--- src/rtl/irq_dispatch.sv ---
// irq_dispatch: takes enabled, pending interrupts at instruction boundaries, vectors per cause, returns on ERET.
// Optional nested preemption with a 2-entry (cause, epc) stack when IRQ_DISPATCH_NESTED_EN is defined.

module irq_dispatch #(
    parameter int          DATA_WIDTH = 32,
    parameter int          ADDR_WIDTH = 32,
    parameter logic [31:0] VEC_BASE   = 32'h0000_0180,
    parameter int          VEC_STRIDE = 16
) (
    input  logic                  i_clk,
    input  logic                  i_nrst,
    input  logic [DATA_WIDTH-1:0] i_ctrl,
    input  logic [ADDR_WIDTH-1:0] i_pc,
    input  logic                  i_boundary,
    input  logic                  i_eret,
    output logic                  o_stall,
    output logic                  o_redirect,
    output logic [ADDR_WIDTH-1:0] o_redirect_pc,
    output logic                  o_ctrl_we,
    output logic [DATA_WIDTH-1:0] o_ctrl_data,
    output logic [1:0]            o_cause,
    output logic [ADDR_WIDTH-1:0] o_epc,
    output logic                  o_busy
);

    typedef enum logic [2:0] {
        ST_IDLE,
        ST_SAVE,
        ST_VECTOR,
        ST_HANDLER,
        ST_RETURN
    } state_t;

    localparam logic [ADDR_WIDTH-1:0] VEC_BASE_A = ADDR_WIDTH'(VEC_BASE);

    state_t                  state;
    logic [1:0]              cause;
    logic [ADDR_WIDTH-1:0]   epc;

    logic [3:0]              masked;
    logic                    req;
    logic [1:0]              req_cause;
    logic [DATA_WIDTH-1:0]   ctrl_wb;
    logic [ADDR_WIDTH-1:0]   vec_pc;

`ifdef IRQ_DISPATCH_NESTED_EN
    logic [1:0]            stk_cause [2];
    logic [ADDR_WIDTH-1:0] stk_epc   [2];
    logic [1:0]            depth;
    logic                  push_idx;
    logic                  pop_idx;

    assign push_idx = depth[0];
    assign pop_idx  = ~depth[0];
`endif

    assign o_cause = cause;
    assign o_epc   = epc;

    // NOTE: every variable gets a default at the top of always_comb so no path leaves it unassigned (no latch).
    always_comb begin
        masked    = i_ctrl[11:8] & i_ctrl[3:0];
        req       = i_ctrl[15] & (|masked);
        req_cause = 2'd0;
        if (masked[3])      req_cause = 2'd3;
        else if (masked[2]) req_cause = 2'd2;
        else if (masked[1]) req_cause = 2'd1;
    end

    // Write-back word and redirect target are decoded from the live control word and latched registers.
    always_comb begin
        ctrl_wb     = i_ctrl;
        ctrl_wb[15] = 1'b0;
        case (cause)
            2'd0:    ctrl_wb[8]  = 1'b0;
            2'd1:    ctrl_wb[9]  = 1'b0;
            2'd2:    ctrl_wb[10] = 1'b0;
            default: ctrl_wb[11] = 1'b0;
        endcase
        o_ctrl_data = o_ctrl_we ? ctrl_wb : '0;

        vec_pc = VEC_BASE_A + ADDR_WIDTH'({30'd0, cause} * VEC_STRIDE);
        if (!o_redirect)
            o_redirect_pc = '0;
        else if (state == ST_RETURN)
            o_redirect_pc = epc;
        else
            o_redirect_pc = vec_pc;
    end

    // NOTE: sequential state uses non-blocking assignments so all registers update from pre-edge values.
    always_ff @(posedge i_clk) begin
        if (!i_nrst) begin
            state      <= ST_IDLE;
            cause      <= 2'd0;
            epc        <= '0;
            o_stall    <= 1'b0;
            o_redirect <= 1'b0;
            o_ctrl_we  <= 1'b0;
            o_busy     <= 1'b0;
`ifdef IRQ_DISPATCH_NESTED_EN
            depth      <= 2'd0;
            // NOTE: the stack is cleared on reset so a stale frame can never be popped into cause/epc.
            for (int i = 0; i < 2; i++) begin
                stk_cause[i] <= 2'd0;
                stk_epc[i]   <= '0;
            end
`endif
        end else begin
            o_stall    <= 1'b0;
            o_redirect <= 1'b0;
            o_ctrl_we  <= 1'b0;

            case (state)
                ST_IDLE: begin
                    o_busy <= 1'b0;
                    if (req && i_boundary) begin
                        cause     <= req_cause;
                        epc       <= i_pc;
                        o_stall   <= 1'b1;
                        o_ctrl_we <= 1'b1;
                        state     <= ST_SAVE;
                    end
                end

                ST_SAVE: begin
                    o_stall    <= 1'b1;
                    o_redirect <= 1'b1;
                    state      <= ST_VECTOR;
                end

                ST_VECTOR: begin
                    o_busy <= 1'b1;
                    state  <= ST_HANDLER;
                end

                ST_HANDLER: begin
                    if (i_eret) begin
                        o_redirect <= 1'b1;
                        state      <= ST_RETURN;
                    end
`ifdef IRQ_DISPATCH_NESTED_EN
                    else if (req && i_boundary && (req_cause > cause) && (depth != 2'd2)) begin
                        stk_cause[push_idx] <= cause;
                        stk_epc[push_idx]   <= epc;
                        depth               <= depth + 2'd1;
                        cause               <= req_cause;
                        epc                 <= i_pc;
                        o_stall             <= 1'b1;
                        o_ctrl_we           <= 1'b1;
                        state               <= ST_SAVE;
                    end
`endif
                end

                ST_RETURN: begin
`ifdef IRQ_DISPATCH_NESTED_EN
                    if (depth != 2'd0) begin
                        cause <= stk_cause[pop_idx];
                        epc   <= stk_epc[pop_idx];
                        depth <= depth - 2'd1;
                        state <= ST_HANDLER;
                    end else
`endif
                    begin
                        o_busy <= 1'b0;
                        state  <= ST_IDLE;
                    end
                end

                default: state <= ST_IDLE;
            endcase
        end
    end

endmodule

--- config.mk ---
export PLATFORM = sky130hd
export DESIGN_NAME = irq_dispatch
export DESIGN_NICKNAME = d
export VERILOG_FILES = /design/src/rtl/irq_dispatch.sv
export SDC_FILE = /design/constraint.sdc
export NUM_CORES = 1
export LEC_CHECK = 0
export CAP_MARGIN = 0
export CORE_ASPECT_RATIO = 0.7
export CORE_UTILIZATION = 34
export CTS_CLUSTER_SIZE = 16
export DETAILED_ROUTE_END_ITERATION = 12
export HOLD_SLACK_MARGIN = 0.05
export PLACE_DENSITY = 0.91
export SETUP_SLACK_MARGIN = 0.05
export SLEW_MARGIN = 0
export SYNTH_ARGS = -nofsm -noshare
export SYNTH_HDL_FRONTEND = slang
export SYNTH_SLANG_ARGS = --single-unit
--- constraint.sdc ---
create_clock -name i_clk -period 3.04 [get_ports i_clk]
set_clock_uncertainty 0.2 [all_clocks]
set_input_delay 0.456 -clock i_clk [delete_from_list [all_inputs] [get_ports i_clk]]
set_output_delay 0.456 -clock i_clk [all_outputs]
set_load 0.02 [all_outputs]
==> impl_metrics.json, run 1 <==
{
  "worst_pin_slew_ps": 823,
  "dieArea_sq_um": 6180,
  "synthArstFlopShare_pct": 0,
  "cts_setup_buffers": 0,
  "synth_most_common_cell": "and2_1",
  "syn-cell-area_sq_um": 1990,
  "setup_tns_ps": 0,
  "place_ws_ps": 522,
  "finalNetCount": 487,
  "crit_path_max_fanout": 28,
  "yosysTopAreaCell": "dfxtp_1",
  "endpoint_kind": "output pin",
  "met3_usage_pct": 4.60,
  "net-switching-power_uw": 341,
  "seq_area_sq_um": 821,
  "drive_gt1_share_pct": 3.81,
  "synth_fp_nets": 330,
  "synth_area_leaders": "dfxtp_1 41%, and2_1 18%, nand3_1 8.8%, nand2_1 8.1%, o21ai_0 8.0%",
  "cts_buffers": 5,
  "syn-instance-count": 262,
  "synth_area_per_cell_sq_um": 7.61,
  "yosysWarnings": 0,
  "cts_tree": "built",
  "io-pin-count": 170,
  "synth-seq-cells": 41,
  "ys_seq_area_share_pct": 41.2,
  "core_area_sq_um": 5450,
  "clk_pin_slew_worst_paths_ps": 80,
  "hold_viol_final": 0,
  "start_util_pct": 36.6,
  "slew_headroom_pct": 45.1,
  "hp-class": "reg2reg",
  "fin_crit_sh_pct": 92.6,
  "place_congestion": 0.798,
  "grt_use_total_pct": 21.7,
  "grt_pass1_wl_um": 10500,
  "ant_nets": 0,
  "port-buffer-count": 168,
  "synth_top_area_share_pct": 41.2,
  "pwr-share-comb_pct": 23.3,
  "grt_max_degree": 70,
  "cts-root-buf": "clkbuf_8",
  "critPathArrivalTime_ps": 2160,
  "grt_overflow": 0,
  "wirelength_um": 6770,
  "p_per_area_nw_per_um2": 336,
  "multi_input_area_sq_um": 1060,
  "cts.sinks": 41,
  "synth_edf_count": 0,
  "ys.flop_type": "dfxtp_1",
  "synth.distinct_cells": 27,
  "antenna_found_initial": 0,
  "dr.pass1.iters": 4,
  "die_w_um": 93.5,
  "criticalPathCategory": "reg2out",
  "synth_commonest_cells": "56 x and2_1, 43 x nand2_1, 41 x dfxtp_1",
  "maxCapViolCount": 0,
  "hpwlAfterDp_um": 5260,
  "die_h_um": 66.1,
  "outcome": "finished, final reports clean",
  "layout_min_cycle_time_ps": 2810,
  "leakage_uw": 0.00138,
  "gr-usage-met2_pct": 39.5,
  "ir_worst_vdd_v": 0.000223,
  "layout_setup_ws_ps": 226,
  "clk_path_buf_depth": 2,
  "r2r_slack_ps": 1210,
  "finalMaxSlewViolations": 0,
  "ctsHtreeMaxLevel": 2,
  "finalSetupViolCount": 0,
  "sequentialPowerShare_pct": 46.4,
  "p_clk_share_pct": 30.3,
  "fillers": 427,
  "hold_buffers": 0,
  "start_kind": "flop",
  "global_route.usage.met1_pct": 27.1,
  "ctsResizeCount": 0,
  "clkLatencyLatePin_ps": 280,
  "first_global_vias": 2123,
  "num_rows": 22,
  "via_per_inst": 4.68,
  "fmax_mhz": 355,
  "rsz0062_at_grt": "no",
  "wl_per_cell_um": 13.8,
  "busiest_layer": "met2",
  "drc_errors": 0,
  "swShare_pct": 26.6,
  "areaGrowthSynthToFinish_pct": 90.6,
  "antenna_cells": 0,
  "vias": 2305,
  "critPathRequiredTime_ps": 2380,
  "p_int_uw": 938,
  "drt-initial-drc-count": 54
}
## state kept, by name, indices dropped and copies added (netlist names)
signal and cells:
o_busy 1, o_redirect 1, o_ctrl_we 1, o_cause 2
o_epc 32, o_stall 1, state 3
## routing by layer
layer / share of wire [%] / routed length [um]
met1: 44 / 3010
met5: 0 / 0
met3: 6.7 / 454
met4: 0.25 / 17
met2: 49 / 3290
## metrics by stage
stage / utilization (%) / cell area (sq um) / hold WS [ps] / total power (uW) / std cells
after global routing: 69.7 / 3800 / 298 / 1340 / 492
after global placement: 67.9 / 3700 / 256 / 896 / 484
after detailed placement: 67.9 / 3700 / 262 / 905 / 484
final: 69.7 / 3800 / 268 / 1280 / 492
after CTS: 69.7 / 3800 / 272 / 1290 / 492
after floorplan: - / 1990 / 302 / 727 / 262
## power groups by stage
stage          sequential (uW)  combinational, uW  clock [uW]
6_report                   593                299         387
5_1_grt                    598                319         420
4_1_cts                    594                300         394
3_5_place_dp               606                299           0
3_3_place_gp               604                292           0
2_1_floorplan              629               97.2           0
## area by class of cell
class / instances / area share, %
Tap cell: 72 / 2.37
Sequential cell: 41 / 21.6
Clock inverter: 1 / 0.132
Inverter: 2 / 0.198
Multi-Input combinational cell: 197 / 27.9
Clock buffer: 7 / 2.54
Timing Repair Buffer: 172 / 45.2
## kinds of logic after synthesis
kind of cell / after synthesis / share of synthesized area (%)
buffers and inverters: 24 / 5.59
flip-flops: 41 / 41.2
AND/OR/NAND/NOR: 148 / 38.5
AO/OA/AOI/OAI: 48 / 14.6
other: 1 / 0.188
## worst max-delay path: stages, from the launching register on
cell and delay [ps]:
dfxtp_1 380, nor2_1 280, and3_1 190, buf_4 240
and2_1 170, clkdlybuf4s50_1 620
## cells in the final DEF, fill, tap and decap left out
cell | synthesis | routed
o21ai_0 | 32 | 32
buf_12 | 0 | 1
a21boi_0 | 2 | 2
nand3_1 | 35 | 35
clkinv_2 | 0 | 1
a32oi_1 | 1 | 1
or3_4 | 1 | 1
o21a_1 | 2 | 2
nor2_1 | 5 | 5
dfxtp_1 | 41 | 41
nand2b_1 | 1 | 1
clkbuf_8 | 0 | 7
o221a_2 | 1 | 1
buf_4 | 1 | 3
nor3_1 | 2 | 2
buf_2 | 2 | 1
a22oi_1 | 2 | 2
o211a_1 | 2 | 2
nor2b_1 | 2 | 2
nand2_1 | 43 | 43
and2_1 | 56 | 56
and3_1 | 1 | 1
inv_1 | 2 | 2
nor3b_1 | 2 | 2
conb_1 | 1 | 1
a211oi_4 | 1 | 1
a21oi_1 | 5 | 5
clkdlybuf4s50_1 | 0 | 167
## worst paths after layout
| path | from | to | cells after the start |
|---|---|---|---|
| max | state[0]$_SDFFE_PN0P_ | o_redirect_pc[24] | 5 |
| min | o_epc[13]$_SDFFE_PN0P_ | o_epc[13]$_SDFFE_PN0P_ | 2 |
| max reg2reg | state[0]$_SDFFE_PN0P_ | o_cause[0]$_SDFFE_PN0P_ | 5 |
| min reg2reg | o_epc[13]$_SDFFE_PN0P_ | o_epc[13]$_SDFFE_PN0P_ | 2 |
Power figures use the tool's default switching activity.
==> run 2: changes to the inputs <==
GPL_ROUTABILITY_DRIVEN = 0   (was not set)
==> results of run 2 <==
No change in the layout: final DEF, timing and power equal those of run 1.
==> run 3: changes to the inputs <==
CTS_CLUSTER_DIAMETER = 60   (was not set)
==> results of run 3 <==
No change in the layout: final DEF, timing and power equal those of run 1.
